--- src/rtl/pe_os_mac_if.sv ---
// Operand, control and result-chain signals of one output-stationary PE.
// master = neighbour/controller side, slave = the PE itself.
interface pe_os_mac_if #(
    parameter int DW = 16,
    parameter int AW = 32,
    parameter int KW = 9
);
    // v_in qualifies a_in/b_in on every clock edge where en=1. There is no
    // backpressure: en=0 is the only way to stall, and it freezes the whole PE.
    logic          en;
    logic          start;
    logic [KW-1:0] k_len;
    logic [DW-1:0] a_in;
    logic [DW-1:0] b_in;
    logic          v_in;
    logic [DW-1:0] a_out;
    logic [DW-1:0] b_out;
    logic          v_out;
    logic          drain;
    logic [AW-1:0] c_in;
    logic [AW-1:0] c_out;
    logic          done;
    logic          ovf;
    logic [1:0]    state;

    modport master (
        output en, start, k_len, a_in, b_in, v_in, drain, c_in,
        input  a_out, b_out, v_out, c_out, done, ovf, state
    );

    modport slave (
        input  en, start, k_len, a_in, b_in, v_in, drain, c_in,
        output a_out, b_out, v_out, c_out, done, ovf, state
    );
endinterface

--- src/rtl/pe_os_mac.sv ---
// Output-stationary MAC PE: operand forwarding, one-stage multiply, K-length accumulate, serial result drain.
// Define PE_OS_MAC_SATURATE_EN to clamp the accumulator on overflow instead of wrapping.
module pe_os_mac #(
    parameter int DW     = 16,
    parameter int AW     = 32,
    parameter int K_MAX  = 256,
    parameter int SIGNED = 1
) (
    input  logic         clk_i,
    input  logic         rst_ni,
    pe_os_mac_if.slave   bus
);
    localparam int KW = $clog2(K_MAX + 1);

    localparam logic [1:0] S_IDLE  = 2'd0;
    localparam logic [1:0] S_ACC   = 2'd1;
    localparam logic [1:0] S_DONE  = 2'd2;
    localparam logic [1:0] S_DRAIN = 2'd3;

    logic [1:0]      state_q, state_d;
    logic [DW-1:0]   a_q, b_q;
    logic            v_q;
    logic [2*DW-1:0] prod_q, prod_d;
    logic            pv_q, pv_d;
    logic [AW-1:0]   acc_q, acc_d;
    logic [KW-1:0]   cnt_q, cnt_d;
    logic [KW-1:0]   k_q, k_d;
    logic [AW-1:0]   c_q, c_d;
    logic            ovf_q, ovf_d;

    logic [2*DW-1:0] a_ext, b_ext;
    logic [AW-1:0]   p_ext;
    logic [AW:0]     sum;
    logic            ovf_add;
    logic [AW-1:0]   acc_add;
    logic [KW-1:0]   cnt_inc;
    logic            do_start;

    // Extending to 2*DW before multiplying makes the low 2*DW product bits correct for either signedness.
    always_comb begin
        if (SIGNED != 0) begin
            a_ext = (2*DW)'($signed(bus.a_in));
            b_ext = (2*DW)'($signed(bus.b_in));
            p_ext = AW'($signed(prod_q));
        end else begin
            a_ext = (2*DW)'(bus.a_in);
            b_ext = (2*DW)'(bus.b_in);
            p_ext = AW'(prod_q);
        end
        prod_d = a_ext * b_ext;
        pv_d   = bus.v_in & (state_q == S_ACC) & ~bus.start;
    end

    always_comb begin
        sum = {1'b0, acc_q} + {1'b0, p_ext};
        if (SIGNED != 0)
            ovf_add = (acc_q[AW-1] == p_ext[AW-1]) && (sum[AW-1] != acc_q[AW-1]);
        else
            ovf_add = sum[AW];
`ifdef PE_OS_MAC_SATURATE_EN
        if (ovf_add) begin
            if (SIGNED != 0)
                acc_add = acc_q[AW-1] ? {1'b1, {(AW-1){1'b0}}} : {1'b0, {(AW-1){1'b1}}};
            else
                acc_add = {AW{1'b1}};
        end else begin
            acc_add = sum[AW-1:0];
        end
`else
        acc_add = sum[AW-1:0];
`endif
        cnt_inc = cnt_q + KW'(1);
    end

    always_comb begin
        state_d  = state_q;
        acc_d    = acc_q;
        cnt_d    = cnt_q;
        k_d      = k_q;
        c_d      = c_q;
        ovf_d    = ovf_q;
        do_start = bus.start && (state_q != S_DRAIN);
        if (do_start) begin
            acc_d = '0;
            cnt_d = '0;
            ovf_d = 1'b0;
            k_d   = bus.k_len;
            if (bus.k_len == '0) begin
                state_d = S_DONE;
                c_d     = '0;
            end else begin
                state_d = S_ACC;
            end
        end else begin
            case (state_q)
                S_ACC: begin
                    if (pv_q) begin
                        acc_d = acc_add;
                        cnt_d = cnt_inc;
                        ovf_d = ovf_q | ovf_add;
                        if (cnt_inc == k_q) begin
                            state_d = S_DONE;
                            c_d     = acc_add;
                        end
                    end
                end
                S_DONE: begin
                    if (bus.drain) begin
                        state_d = S_DRAIN;
                        c_d     = bus.c_in;
                    end
                end
                S_DRAIN: begin
                    if (bus.drain) c_d = bus.c_in;
                    else           state_d = S_IDLE;
                end
                default: ;
            endcase
        end
    end

    always_ff @(posedge clk_i or negedge rst_ni) begin
        if (!rst_ni) begin
            state_q <= S_IDLE;
            a_q     <= '0;
            b_q     <= '0;
            v_q     <= 1'b0;
            prod_q  <= '0;
            pv_q    <= 1'b0;
            acc_q   <= '0;
            cnt_q   <= '0;
            k_q     <= '0;
            c_q     <= '0;
            ovf_q   <= 1'b0;
        end else if (bus.en) begin
            state_q <= state_d;
            a_q     <= bus.a_in;
            b_q     <= bus.b_in;
            v_q     <= bus.v_in;
            prod_q  <= prod_d;
            pv_q    <= pv_d;
            acc_q   <= acc_d;
            cnt_q   <= cnt_d;
            k_q     <= k_d;
            c_q     <= c_d;
            ovf_q   <= ovf_d;
        end
    end

    assign bus.a_out = a_q;
    assign bus.b_out = b_q;
    assign bus.v_out = v_q;
    assign bus.c_out = c_q;
    assign bus.done  = (state_q == S_DONE);
    assign bus.ovf   = ovf_q;
    assign bus.state = state_q;
endmodule

--- src/flat_wrapper.sv ---
// flat-port wrapper written by rule: the top's interface ports become plain ports
module pe_os_mac_flat 
#(
    parameter int DW     = 16,
    parameter int AW     = 32,
    parameter int K_MAX  = 256,
    parameter int SIGNED = 1
)
  (clk_i, rst_ni, bus_en, bus_start, bus_k_len, bus_a_in, bus_b_in, bus_v_in, bus_drain, bus_c_in, bus_a_out, bus_b_out, bus_v_out, bus_c_out, bus_done, bus_ovf, bus_state);
  pe_os_mac_if #(.DW(DW), .AW(AW), .KW(9)) bus_i ();
  input  logic clk_i;
  input  logic rst_ni;
  input wire logic [$bits(bus_i.en)-1:0] bus_en;
  input wire logic [$bits(bus_i.start)-1:0] bus_start;
  input wire logic [$bits(bus_i.k_len)-1:0] bus_k_len;
  input wire logic [$bits(bus_i.a_in)-1:0] bus_a_in;
  input wire logic [$bits(bus_i.b_in)-1:0] bus_b_in;
  input wire logic [$bits(bus_i.v_in)-1:0] bus_v_in;
  input wire logic [$bits(bus_i.drain)-1:0] bus_drain;
  input wire logic [$bits(bus_i.c_in)-1:0] bus_c_in;
  output wire logic [$bits(bus_i.a_out)-1:0] bus_a_out;
  output wire logic [$bits(bus_i.b_out)-1:0] bus_b_out;
  output wire logic [$bits(bus_i.v_out)-1:0] bus_v_out;
  output wire logic [$bits(bus_i.c_out)-1:0] bus_c_out;
  output wire logic [$bits(bus_i.done)-1:0] bus_done;
  output wire logic [$bits(bus_i.ovf)-1:0] bus_ovf;
  output wire logic [$bits(bus_i.state)-1:0] bus_state;
  assign bus_i.en = bus_en;
  assign bus_i.start = bus_start;
  assign bus_i.k_len = bus_k_len;
  assign bus_i.a_in = bus_a_in;
  assign bus_i.b_in = bus_b_in;
  assign bus_i.v_in = bus_v_in;
  assign bus_i.drain = bus_drain;
  assign bus_i.c_in = bus_c_in;
  assign bus_a_out = bus_i.a_out;
  assign bus_b_out = bus_i.b_out;
  assign bus_v_out = bus_i.v_out;
  assign bus_c_out = bus_i.c_out;
  assign bus_done = bus_i.done;
  assign bus_ovf = bus_i.ovf;
  assign bus_state = bus_i.state;
  pe_os_mac #(.DW(DW), .AW(AW), .K_MAX(K_MAX), .SIGNED(SIGNED)) u_core (.clk_i(clk_i), .rst_ni(rst_ni), .bus(bus_i));
endmodule
--- config.mk ---
export PLATFORM = sky130hd
export DESIGN_NAME = pe_os_mac_flat
export DESIGN_NICKNAME = d
export VERILOG_FILES = /design/src/rtl/pe_os_mac_if.sv /design/src/rtl/pe_os_mac.sv /design/src/flat_wrapper.sv
export SDC_FILE = /design/constraint.sdc
export NUM_CORES = 1
export LEC_CHECK = 0
export CORE_MARGIN = 2
export CORE_UTILIZATION = 55
export DETAILED_ROUTE_END_ITERATION = 6
export PLACE_DENSITY_LB_ADDON = 0.1
export SKIP_CTS_REPAIR_TIMING = 1
export SLEW_MARGIN = 20
export SYNTH_ARGS = -nofsm -noshare
export SYNTH_HDL_FRONTEND = slang
export SYNTH_SLANG_ARGS = --single-unit
--- constraint.sdc ---
create_clock -name clk_i -period 5.3 [get_ports clk_i]
set_clock_uncertainty 0.05 [all_clocks]
set_input_delay 0.53 -clock clk_i [delete_from_list [all_inputs] [get_ports clk_i]]
set_output_delay 0.53 -clock clk_i [all_outputs]
set_load 0.1 [all_outputs]
# --- Word-level counts from Yosys, hierarchy flattened ---
# Index checks and enable logic that the tools add are counted.
classes:
  n_reduce_logical: 12
  eq_ne: 13
  n_mux: 22
  n_bitwise: 4
  n_addsub: 2
  multipliers: 1
op_table:
  columns: ["op", "count"]
  rows:
  - ["$mux 32", 8]
  - ["$pmux 32 s2", 1]
  - ["$add 32x32->32", 1]
  - ["$mul 16x16->32", 1]
  - ["$mux 9", 3]
  - ["$mux 2", 6]
  - ["$reduce_and 6->1", 2]
  - ["$add 9x1->9 const B", 1]
  - ["$eq 9x9->1", 1]
  - ["$logic_not 9->1", 1]
  - ["$ne 3x2->1 const B", 3]
  - ["$ne 3x1->1 const B", 2]
  - ["$pmux 2 s3", 1]
  - ["$eq 2x2->1 const B", 2]
  - ["$ne 2x2->1 const B", 2]
  - ["$reduce_bool 2->1", 2]
  - ["$reduce_bool 4->1", 1]
  - ["$mux 1", 3]
  - ["$reduce_and 3->1", 1]
  - ["$reduce_bool 3->1", 1]
  - ["$and 1x1->1", 2]
  - ["$eq 2x1->1 const B", 1]
  - ["$logic_and 1x1->1", 2]
  - ["$reduce_and 2->1", 1]
  - ["other kinds (5)", 5]
word_totals:
  register_bits: 151
  input_bits: 79
  wordCells: 65

# --- Logic depth before layout (Yosys ltp) ---
logic_depth:
  word_depth: 7
  mapped_depth: 24
  ltp_nobuf: 21

# --- Least setup slack after synthesis ---
# OpenSTA, ideal clock, no wires.
synth_path:
  path_type: "input to register"
  startpoint: "input bus_a_in[15]"
  endpoint: "register u_core.prod_q[29] (netlist: u_core.p_ext[29])"
  stages: 21
  arrival_ps: 6468
  path_buffers: 2
  setup_slack_ps: -1339
  cell_sequence: "clkbuf_1 -> nand2_1 -> inv_1 -> fa_1 -> fa_1 -> fa_1 -> fa_1 -> fa_1 -> inv_1 -> fa_1 -> inv_1 -> ha_1 -> clkbuf_1 -> a2111oi_0 -> o21ai_0 -> o22ai_1 -> inv_1 -> a311o_1 -> a21o_1 -> a211o_1 -> a22o_1"
synth_via:
  elab_chain_len: 1
synth_lines:
  columns: ["item", "line", "rtl"]
  rows:
  - ["start, declared", "flat_wrapper.sv:16", "input wire logic [$bits(bus_i.a_in)-1:0] bus_a_in;"]
  - ["$mul 16x16->32", "pe_os_mac.sv:50", "prod_d = a_ext * b_ext;"]
  - ["end signal, assigned", "pe_os_mac.sv:140", "prod_q <= prod_d;"]
  - ["end, declared", "pe_os_mac.sv:23", "logic [2*DW-1:0] prod_q, prod_d;"]
# No other way between the ends.
# A chain may end at the register's enable or synchronous reset.

# --- Worst setup path in the final report ---
layout_path:
  startpoint: "input bus_a_in[9]"
  endpoint: "register u_core.prod_q[28] (netlist: u_core.p_ext[28])"
# The elaborated chain is that of the path after synthesis.

==> impl_metrics.prom <==
# TYPE chip_impl_metric gauge
chip_impl_metric{name="overflow",unit=""} 0
chip_impl_metric{name="maxCapViolations",unit=""} 0
chip_impl_metric{name="routed-via-count",unit=""} 14531
chip_impl_metric{name="layout.nets",unit=""} 2634
chip_impl_metric{name="met3_usage",unit=""} 0.03734
chip_impl_metric{name="routed_via_density",unit=""} 5.523
chip_impl_info{name="failed_checks",value="setup timing"} 1
chip_impl_metric{name="initial_utilization",unit=""} 0.5546
chip_impl_metric{name="boundaryPins",unit=""} 148
chip_impl_metric{name="antenna_viol_nets_final",unit=""} 0
chip_impl_metric{name="period_utilization",unit=""} 1.112
chip_impl_metric{name="numPlacedInstances",unit=""} 2545
chip_impl_info{name="layout.cells.most_common",value="inv_1"} 1
chip_impl_metric{name="global_route_usage_over_all_layers",unit=""} 0.2802
chip_impl_info{name="crit_path_start",value="bus_a_in[9]"} 1
chip_impl_info{name="outcome",value="complete, but fails checks"} 1
chip_impl_metric{name="drt_first_iter_violations",unit=""} 911
chip_impl_metric{name="grt_start_max_net_pins",unit=""} 76
chip_impl_metric{name="critical_path.max_stage_delay",unit="ps"} 550
chip_impl_metric{name="antenna_cells",unit=""} 0
chip_impl_metric{name="worst-r2r-setup-slack",unit="ps"} 1740
chip_impl_metric{name="setup-tns-final",unit="ps"} -6695
chip_impl_metric{name="dieWidth",unit="µm"} 184.4
chip_impl_info{name="tritoncts",value="yes"} 1
chip_impl_metric{name="grtUsageMet2",unit=""} 0.4989
chip_impl_metric{name="setup_viol",unit=""} 20
chip_impl_metric{name="required",unit="ps"} 5590
chip_impl_metric{name="cts_inserted_buffers",unit=""} 17
chip_impl_info{name="synth_flop_type",value="dfrtp_1"} 1
chip_impl_metric{name="fp.coreArea",unit="mm²"} 0.03229
chip_impl_metric{name="synthesis.nets",unit=""} 2306
chip_impl_metric{name="path_clk_slew",unit="ps"} 70
chip_impl_metric{name="max_clock_freq",unit="MHz"} 169.6
chip_impl_info{name="crit_slowest_cell",value="fa_1"} 1
chip_impl_metric{name="die_height",unit="µm"} 184.4
chip_impl_metric{name="drt_first_pass_iters",unit=""} 5
chip_impl_metric{name="rr_worst_depth",unit=""} 9
chip_impl_metric{name="max_slew_margin",unit=""} 0.2739
chip_impl_info{name="kind_of_critical_path",value="input port to flop"} 1
chip_impl_metric{name="place_worst_setup_slack",unit="ps"} -1453
chip_impl_info{name="endpoint_kind_of_the_worst_setup_timing_path",value="flop"} 1
chip_impl_info{name="grt-busiest-layer",value="met2"} 1
chip_impl_metric{name="finalWorstPathRequiredPeriod",unit="ps"} 5896
chip_impl_metric{name="final_hold_viol_count",unit=""} 0
chip_impl_metric{name="gp_routability_congestion",unit=""} 0.8754
chip_impl_metric{name="dieArea",unit="mm²"} 0.03402
chip_impl_metric{name="initial_antenna_violation_count",unit=""} 0
chip_impl_metric{name="syn-instance-count",unit=""} 1850
chip_impl_metric{name="dp_hpwl",unit="µm"} 34620
chip_impl_metric{name="first_global_vias",unit=""} 14936
chip_impl_info{name="r2r-end",value="u_core.bus.c_out[20]"} 1
chip_impl_metric{name="stdcell_count",unit=""} 2631
chip_impl_metric{name="ys_types",unit=""} 71
chip_impl_metric{name="async_reset_ff_frac",unit=""} 1.000
chip_impl_metric{name="post_synth_instance_area",unit="mm²"} 0.01791
chip_impl_metric{name="wire_per_inst",unit="µm"} 17.95
chip_impl_metric{name="worst-slew-pin-transition",unit="ps"} 1086
chip_impl_info{name="hold_path.class",value="input port to asynchronous set/reset pin"} 1
chip_impl_metric{name="yosys_register_bits",unit=""} 151
chip_impl_metric{name="port-buffer-count",unit=""} 147
chip_impl_info{name="timing.rr.start",value="u_core.cnt_q[0]"} 1
chip_impl_metric{name="seq_area_frac_synth",unit=""} 0.2110
chip_impl_metric{name="final_core_util",unit=""} 0.7120
chip_impl_metric{name="area_growth_syn_to_layout",unit="%"} 28.38
chip_impl_info{name="cp-endpoint",value="u_core.p_ext[28]"} 1
chip_impl_metric{name="cts-root-to-sink-buffers",unit=""} 2
chip_impl_info{name="ctsRootBufferMaster",value="clkbuf_16"} 1
chip_impl_metric{name="clkLatencyLatePin",unit="ps"} 450
chip_impl_metric{name="num_rows",unit=""} 66
chip_impl_metric{name="fin_ws",unit="ps"} -595.8
chip_impl_metric{name="worstPathMaxFanout",unit=""} 11
chip_impl_metric{name="maximum_level_of_the_cts_h_tree",unit=""} 4
chip_impl_info{name="worstSetupStartpointType",value="input port"} 1
chip_impl_metric{name="synth-warning-count",unit=""} 0
chip_impl_metric{name="number_of_synthesized_flops_with_an_enable_pin",unit=""} 0
chip_impl_metric{name="drv_slew",unit=""} 0
chip_impl_metric{name="grt_pass1_wl",unit="µm"} 74690
chip_impl_info{name="rsz_0062_raised_after_global_routing",value="true"} 1
chip_impl_info{name="cpMostUsedCell",value="fa_1"} 1
chip_impl_metric{name="final_layout_size_suffix_gt1_frac",unit=""} 0.2248
chip_impl_metric{name="cts_num_sinks",unit=""} 151
chip_impl_metric{name="timing.critical_path.arrival",unit="ps"} 6180
chip_impl_metric{name="synthesis.area_per_instance",unit="µm²"} 9.680
chip_impl_metric{name="global_route.usage.met1",unit=""} 0.3567
chip_impl_metric{name="finalWirelength",unit="µm"} 47240
chip_impl_metric{name="number_of_remaining_drc_errors",unit=""} 0
chip_impl_info{name="layout_common_cells",value="inv_1 (277), fa_1 (249), nand2_1 (209)"} 1
[Yosys cell counts, drive strengths merged (14+ instances only)]
master	instances	area (µm²)
dfrtp	151	3779
and2	129	807.0
xnor2	46	402.9
fa	263	5265
clkbuf	62	232.7
a31oi	15	100.1
a21o	25	187.7
a21oi	48	240.2
inv	299	1122
ha	114	1426
o21a	14	105.1
buf	14	72.57
nor2	64	247.7
o21ai	68	340.3
nand2	217	814.5
nand3	20	105.1
mux2	63	709.4
a22o	22	192.7
nor3	18	101.4
o31ai	27	272.8
xor2	16	140.1
[stage by stage]
stage          area [µm²]  hold WS, ps
2_1_floorplan       18360        184.4
3_3_place_gp        21440        417.5
3_5_place_dp        21440        422.9
4_1_cts             22000        103.9
5_1_grt             22990        129.7
6_report            22990        83.21
[critical path, delay by kind of cell]
kind / cells / cell delay, ps
buf+inv: 9 / 1050
simple gates: 2 / 120
compound gates: 7 / 1310
fa+ha+maj: 7 / 3160
[worst min path at each step]
stage / startpoint / end / slack (ps) / cells past startpoint
floorplan: rst_ni / u_core.acc_q[0] / 180 / 0
global placement: u_core.bus.c_out[6] / u_core.bus.c_out[6] / 420 / 2
detailed placement: u_core.bus.c_out[8] / u_core.bus.c_out[8] / 420 / 2
CTS: rst_ni / u_core.bus.c_out[4] / 100 / 1
global route: rst_ni / u_core.acc_q[1] / 130 / 1
finish: rst_ni / u_core.acc_q[5] / 80 / 1
[metal layers]
layer,vias to the layer above,share of wire
li1,6641,-
met1,7378,0.40
met2,417,0.52
met3,95,0.057
met4,0,0.026
met5,-,0
[area by class of cell]
| cell class | count | area [µm²] |
|---|---|---|
| clock buffer | 20 | 456.7 |
| clock inverter | 10 | 98.84 |
| fill | 2383 | 9299 |
| inverter | 300 | 1129 |
| multi-input combinational | 1323 | 13270 |
| sequential | 151 | 3779 |
| tap | 442 | 553.0 |
| timing repair buffer | 385 | 3704 |
[cells by family after synthesis]
family | count (synthesis) | synth area share
AND/OR/NAND/NOR | 511 | 0.1410
multiplexers | 76 | 0.04688
buffers and inverters | 376 | 0.07993
flip-flops | 151 | 0.2110
adder cells (fa/ha/maj) | 377 | 0.3737
XOR/XNOR | 63 | 0.03158
AO/OA/AOI/OAI | 296 | 0.1159
[sequential cells by signal (all words and copies together), names as in the netlist]
name	flops
u_core.cnt_q	9
u_core.pv_q	1
u_core.bus.c_out	32
u_core.bus.state	2
u_core.bus.b_out	16
u_core.bus.a_out	16
u_core.bus.ovf	1
u_core.p_ext	32
u_core.k_q	9
u_core.acc_q	32
u_core.bus.v_out	1
Power is not shown: default switching activity piles up to over one toggle a cycle in this logic, so the estimate is an artifact.
